--- config.mk ---
export PLATFORM = sky130hd
export DESIGN_NAME = pulse_emulator
export DESIGN_NICKNAME = d
export VERILOG_FILES = /design/src/rtl/package_settings_v2.sv /design/src/rtl/emu_period_timer.sv /design/src/rtl/pulse_emulator.sv
export SDC_FILE = /design/constraint.sdc
export NUM_CORES = 1
export LEC_CHECK = 0
export CAP_MARGIN = 10
export CORE_MARGIN = 10
export CORE_UTILIZATION = 41
export DETAILED_ROUTE_END_ITERATION = 8
export PLACE_DENSITY_LB_ADDON = 0.08
export SLEW_MARGIN = 40
export SYNTH_ARGS = -nofsm -noshare
export SYNTH_HDL_FRONTEND = slang
export SYNTH_SLANG_ARGS = --single-unit
--- constraint.sdc ---
create_clock -name clk -period 4.75 [get_ports clk]
set_clock_uncertainty 0.15 [all_clocks]
set_input_delay 0.95 -clock clk [delete_from_list [all_inputs] [get_ports clk]]
set_output_delay 0.95 -clock clk [all_outputs]
set_load 0.01 [all_outputs]
--- src/rtl/package_settings_v2.sv ---
// Shared settings for the ADC-side datapath: sample width, pulse-emulator defaults and
// the period-timer state type.
package package_settings_v2;

    localparam int SIZE_ADC_DATA       = 12;
    localparam int DECAY_SHIFT_DEFAULT = 4;
    localparam int EMU_FRAC_BITS       = 8;

    typedef enum logic {EMU_IDLE, EMU_COUNT} emu_state_t;

endpackage

--- src/rtl/emu_period_timer.sv ---
// Auto-trigger timer: tick on auto_en rise, then once every max(period,1) sample strobes.
// Latency: tick is combinational from state/inputs; no backpressure, counts sample_en only.
module emu_period_timer
    import package_settings_v2::*;
#(
    parameter int PERIOD_W = 16
) (
    input  logic                clk,
    input  logic                reset,
    input  logic                sample_en,
    input  logic                auto_en,
    input  logic [PERIOD_W-1:0] period,
    output logic                tick
);

    emu_state_t          state, state_nxt;
    logic [PERIOD_W-1:0] cnt, cnt_nxt;
    logic [PERIOD_W-1:0] reload;

    // period is only looked at here, so a change lands at the next reload
    assign reload = (period == '0) ? PERIOD_W'(1) : period;

    always_ff @(posedge clk or negedge reset) begin
        if (!reset) begin
            state <= EMU_IDLE;
            cnt   <= '0;
        end else begin
            state <= state_nxt;
            cnt   <= cnt_nxt;
        end
    end

    always_comb begin
        state_nxt = state;
        cnt_nxt   = cnt;
        tick      = 1'b0;
        case (state)
            EMU_IDLE: begin
                if (auto_en) begin
                    state_nxt = EMU_COUNT;
                    cnt_nxt   = reload;
                    tick      = 1'b1;
                end
            end
            EMU_COUNT: begin
                if (!auto_en) begin
                    state_nxt = EMU_IDLE;
                    cnt_nxt   = '0;
                end else if (sample_en) begin
                    if (cnt <= PERIOD_W'(1)) begin
                        tick    = 1'b1;
                        cnt_nxt = reload;
                    end else begin
                        cnt_nxt = cnt - PERIOD_W'(1);
                    end
                end
            end
            default: begin
                state_nxt = EMU_IDLE;
                cnt_nxt   = '0;
            end
        endcase
    end

endmodule

--- src/rtl/pulse_emulator.sv ---
// Synthetic detector pulses: baseline plus exponentially decaying, piling-up pulses.
// Latency: one cycle from sample_en (and a coincident trigger) to adc_data; paced by sample_en.
module pulse_emulator
    import package_settings_v2::*;
#(
    parameter int DECAY_SHIFT = DECAY_SHIFT_DEFAULT,
    parameter int FRAC_BITS   = EMU_FRAC_BITS,
    parameter int PERIOD_W    = 16
) (
    input  logic                     clk,
    input  logic                     reset,
    input  logic                     sample_en,
    input  logic                     start,
    input  logic                     auto_en,
    input  logic [PERIOD_W-1:0]      period,
    input  logic [SIZE_ADC_DATA-1:0] amplitude,
    input  logic [SIZE_ADC_DATA-1:0] baseline,
    output logic [SIZE_ADC_DATA-1:0] adc_data,
    output logic                     data_valid,
    output logic                     pulse_start,
    output logic                     busy
);

    localparam int ACC_W = SIZE_ADC_DATA + FRAC_BITS + 1;
    localparam int INT_W = SIZE_ADC_DATA + 1;

    logic [ACC_W-1:0]         acc, acc_nxt, decay;
    logic [ACC_W:0]           amp_ext, sum;
    logic [INT_W:0]           out_sum;
    logic [SIZE_ADC_DATA-1:0] adc_nxt;
    logic                     pend, tick, trig, inject;

    emu_period_timer #(.PERIOD_W(PERIOD_W)) u_timer (
        .clk       (clk),
        .reset     (reset),
        .sample_en (sample_en),
        .auto_en   (auto_en),
        .period    (period),
        .tick      (tick)
    );

    assign trig    = start | tick;
    assign inject  = pend | trig;
    assign amp_ext = {{(ACC_W + 1 - SIZE_ADC_DATA){1'b0}}, amplitude} << FRAC_BITS;
    assign sum     = {1'b0, acc} + amp_ext;
    assign decay   = acc >> DECAY_SHIFT;

    always_comb begin
        acc_nxt = acc;
        if (inject) begin
            acc_nxt = sum[ACC_W] ? {ACC_W{1'b1}} : sum[ACC_W-1:0];
        end else if (decay == '0) begin
            // tail flush: guarantees the accumulator lands on exactly zero
            acc_nxt = '0;
        end else begin
            acc_nxt = acc - decay;
        end
    end

    assign out_sum = {2'b00, baseline} + {1'b0, acc_nxt[ACC_W-1:FRAC_BITS]};
    assign adc_nxt = (out_sum[INT_W:SIZE_ADC_DATA] != '0) ? {SIZE_ADC_DATA{1'b1}}
                                                           : out_sum[SIZE_ADC_DATA-1:0];

    always_ff @(posedge clk or negedge reset) begin
        if (!reset) begin
            acc         <= '0;
            pend        <= 1'b0;
            adc_data    <= '0;
            data_valid  <= 1'b0;
            pulse_start <= 1'b0;
        end else begin
            data_valid  <= sample_en;
            pulse_start <= sample_en & inject;
            if (sample_en) begin
                acc      <= acc_nxt;
                adc_data <= adc_nxt;
                pend     <= 1'b0;
            end else if (trig) begin
                pend <= 1'b1;
            end
        end
    end

    assign busy = (acc != '0) | pend;

endmodule
==> impl_results.md <==
- Cell mode on critical path: a21oi_2
- I/O Pins: 60
- Sequential-to-total area share from yosys stat: 28.1%
- Maximum Capacitance Violations: 0
- Clk root buf: clkbuf_16
- Number of flops mapped to enable cells by yosys: 0
- Skew-Pair Late Insertion Delay: 0.30 ns
- Fin crit period: 4.67 ns
- Critical path type: in2reg
- Final hold vios: 0
- Max Fclk: 214 MHz
- Core Region: 11400 µm²
- First-pass GRT wire length: 23600 µm
- Most frequent cells in the layout: 94 x buf_4, 68 x nor2_1, 53 x dfrtp_1
- CTS Buffer Depth: 2
- Drt total wl: 14500 µm
- RR Startpoint: acc[8]
- Post-route setup slack: 0.0802 ns
- RSZ-0062 raised after global routing: yes
- PortBufs: 59
- CTS Buf Count: 5
- FF-to-FF End: adc_data[8]
- Syn_nets: 672
- Initial Utilization: 41.6%
- Antenna cells: 0
- Worst setup EP type: flop
- Nets: 814
- Largest area contributor in the netlist: dfrtp_1
- Avg Cell Area, Syn: 8.13 µm²
- Horiz. Die Dim: 127 µm
- DR WL/cell: 16.8 µm
- Crit-path cells: clkdlybuf4s15_1, ha_4, a211oi_4, o21ai_2, a21boi_4, a21oi_2, buf_4, a211o_4, nor2_4, a21oi_2, ha_1, a21oi_2, nor2b_1, a311o_1, a211oi_2, o21bai_1, nand2_1, mux2i_1, buf_4, o32a_4
- # placed instances: 845
- Fillers: 1040
- Post-DP Area: 6060 µm²
- CTS Hold Buffers Added: 0
- Hold Crit Class: reg2reg
- Vias in the first global route: 4703
- Critical path's largest stage delay: 0.37 ns
- Share of cells above drive strength 1: 23.3%
- Top-area cell type share of the netlist area: 28.1%
- Buffers & Inverters on Critical Path: 3
- GR Util All Layers: 17.4%
- Hpwl dp: 10700 µm
- DRC Markers: 0
- Clock sinks: 53
- Slew Limit Fails: 0
- Ys Warns: 0
- # setup viols final: 0
- R2R cell count: 19
- Crit. path cell count: 20
- Die area: 16200 µm²
- Reg2reg setup slack: 0.13 ns
- Library cells used by synthesis: 63
- Mapped Cells: 581
- Relative slew slack: 50.4%
- Placer Congestion: 0.861
- Ys flop type: dfrtp_1
- Dpl ws: -0.603 ns
- Reg clk slew, reported paths: 0.07 ns
- Multi-input gate area: 3480 µm²
- Via count: 4743
- Initial DRC count: 181
- Post-route cell area: 6600 µm²
- Largest net degree at the start of global routing: 54
- Most common cell after layout, fill and taps aside: buf_4
- PwrDens: 831 nW/µm²
- Synth async-reset ratio: 100%
- Htree depth: 2
- Slowest CP cell: a211o_4
- Top post-synthesis cells by area: dfrtp_1 28%, ha_1 11%, o21ai_0 6.0%, a21oi_1 5.8%, nor2_1 5.7%
- Worst Path Max Fanout: 6
- Row count: 39
- Leakage: 0.00289 µW
- Yosys reg bits: 53
- Required @ worst endpoint: 4.78 ns
- Crit start category: input pin
- Worst path top cell family by delay: compound AO/OA/AOI/OAI gates
- Routed Antenna Nets: 0
- CTS tree: built
- Outcome: finished, final reports clean
- Final non-filler cell total: 867
- Worst VDD drop: 0.463 mV
- 1st-pass router iterations: 5
- Tightest Pin Transition: 0.744 ns
- CP Launch Point: amplitude[1]
- CP endpoint: adc_data[8]
- Area Growth Syn to Fin: 39.7%
- Initial antenna violation count: 0
- Post-DR vias/cell: 5.47
- Register area: 1330 µm²
- Critical path data arrival time: 4.70 ns
- Die Ht: 127 µm
- Global route overflow: 0
- Synth Cell Area: 4730 µm²
- Final Cycle Share: 98.3%
==> worst min-delay path, cell delays in order, from the launching register on <==
cell and delay [ns]:
dfrtp_1 0.36, nand2_1 0.05, o21ai_0 0.06
==> routing by layer <==
metal | vias to the layer above | track usage, % | wire (µm) | share of wire (%)
li1 | 2386 | - | - | -
met1 | 2253 | 24.1 | 7090 | 49
met2 | 90 | 27.1 | 6550 | 45
met3 | 14 | 3.85 | 725 | 5.0
met4 | 0 | 3.28 | 167 | 1.1
met5 | - | 0 | 0 | 0
==> cells by family (layout without fill, tap and decap cells) <==
logic type	count (synthesis)	in the layout	synth area share (%)
compound gates	189	190	26.1
xor+xnor	32	32	5.93
fa+ha+maj	46	46	12.7
buf+inv	62	204	5.00
flops	53	53	28.1
mux	10	10	2.28
simple gates	189	189	19.9
==> report_power, final <==
part / internal, µW / switching [µW] / total [µW]
Sequential: 588 / 143 / 731
Combinational: 2170 / 2140 / 4320
Clock: 250 / 183 / 433
Total: 3010 / 2470 / 5480
==> Yosys cell counts, types with 3 or more instances <==
cell	number
o21bai_1	4
nor3_1	17
nor2b_1	9
o22a_1	4
o31a_1	3
nor2_1	72
or3_1	6
nand2b_1	8
dfrtp_1	53
ha_1	43
nand2_1	37
a21oi_1	55
xor2_1	11
nand3_1	6
o32a_1	5
inv_1	43
xnor2_1	21
and3_1	3
a211oi_1	7
a31oi_1	3
clkbuf_1	18
o21a_1	9
a21o_1	11
nor4_1	10
o21ai_0	57
mux2i_1	4
o32a_2	7
fa_1	3
mux2_2	6
o31ai_1	5
==> registers in the layout (all words and copies together), names as in the netlist <==
register       flops
pend               1
adc_data          12
u_timer.cnt       16
data_valid         1
u_timer.state      1
pulse_start        1
acc               21
==> area by class of cell <==
| type | instances | share of cell area, % |
|---|---|---|
| Multi-Input combinational cell | 467 | 52.7 |
| Sequential cell | 53 | 20.1 |
| Timing Repair Buffer | 153 | 19.4 |
| Tap cell | 143 | 2.71 |
| Inverter | 43 | 2.45 |
| Clock buffer | 5 | 1.90 |
| Clock inverter | 3 | 0.701 |
==> metrics by stage <==
step,hold WS [ns],utilization [%],power [µW],TNS (ns)
global route,0.390,58.1,5960,-1.64
finish,0.357,58.1,5480,0
detailed placement,0.344,53.3,4470,-6.63
global placement,0.341,53.3,4430,-5.11
floorplan,0.313,-,3170,0
CTS,0.364,56.7,5200,0
==> repair_timing <==
action	in CTS	in global routing
setup endpoints to repair	12	12
endpoints found under the hold margin	0	0
pin swaps	31	32
setup buffers	7	5
resized for setup	41	24
cloned	2	0
==> how the worst min path moves through the flow <==
stage                    from             end  slack, ns  cells past startpoint
3_3_place_gp      adc_data[1]     adc_data[1]       0.34                      1
3_5_place_dp      adc_data[7]     adc_data[7]       0.34                      1
4_1_cts        u_timer.cnt[1]  u_timer.cnt[1]       0.36                      2
2_1_floorplan  u_timer.cnt[1]  u_timer.cnt[1]       0.31                      2
6_report       u_timer.cnt[1]  u_timer.cnt[1]       0.36                      2
5_1_grt          adc_data[11]    adc_data[11]       0.39                      1
Note: power is estimated with default switching activity, not from simulation.
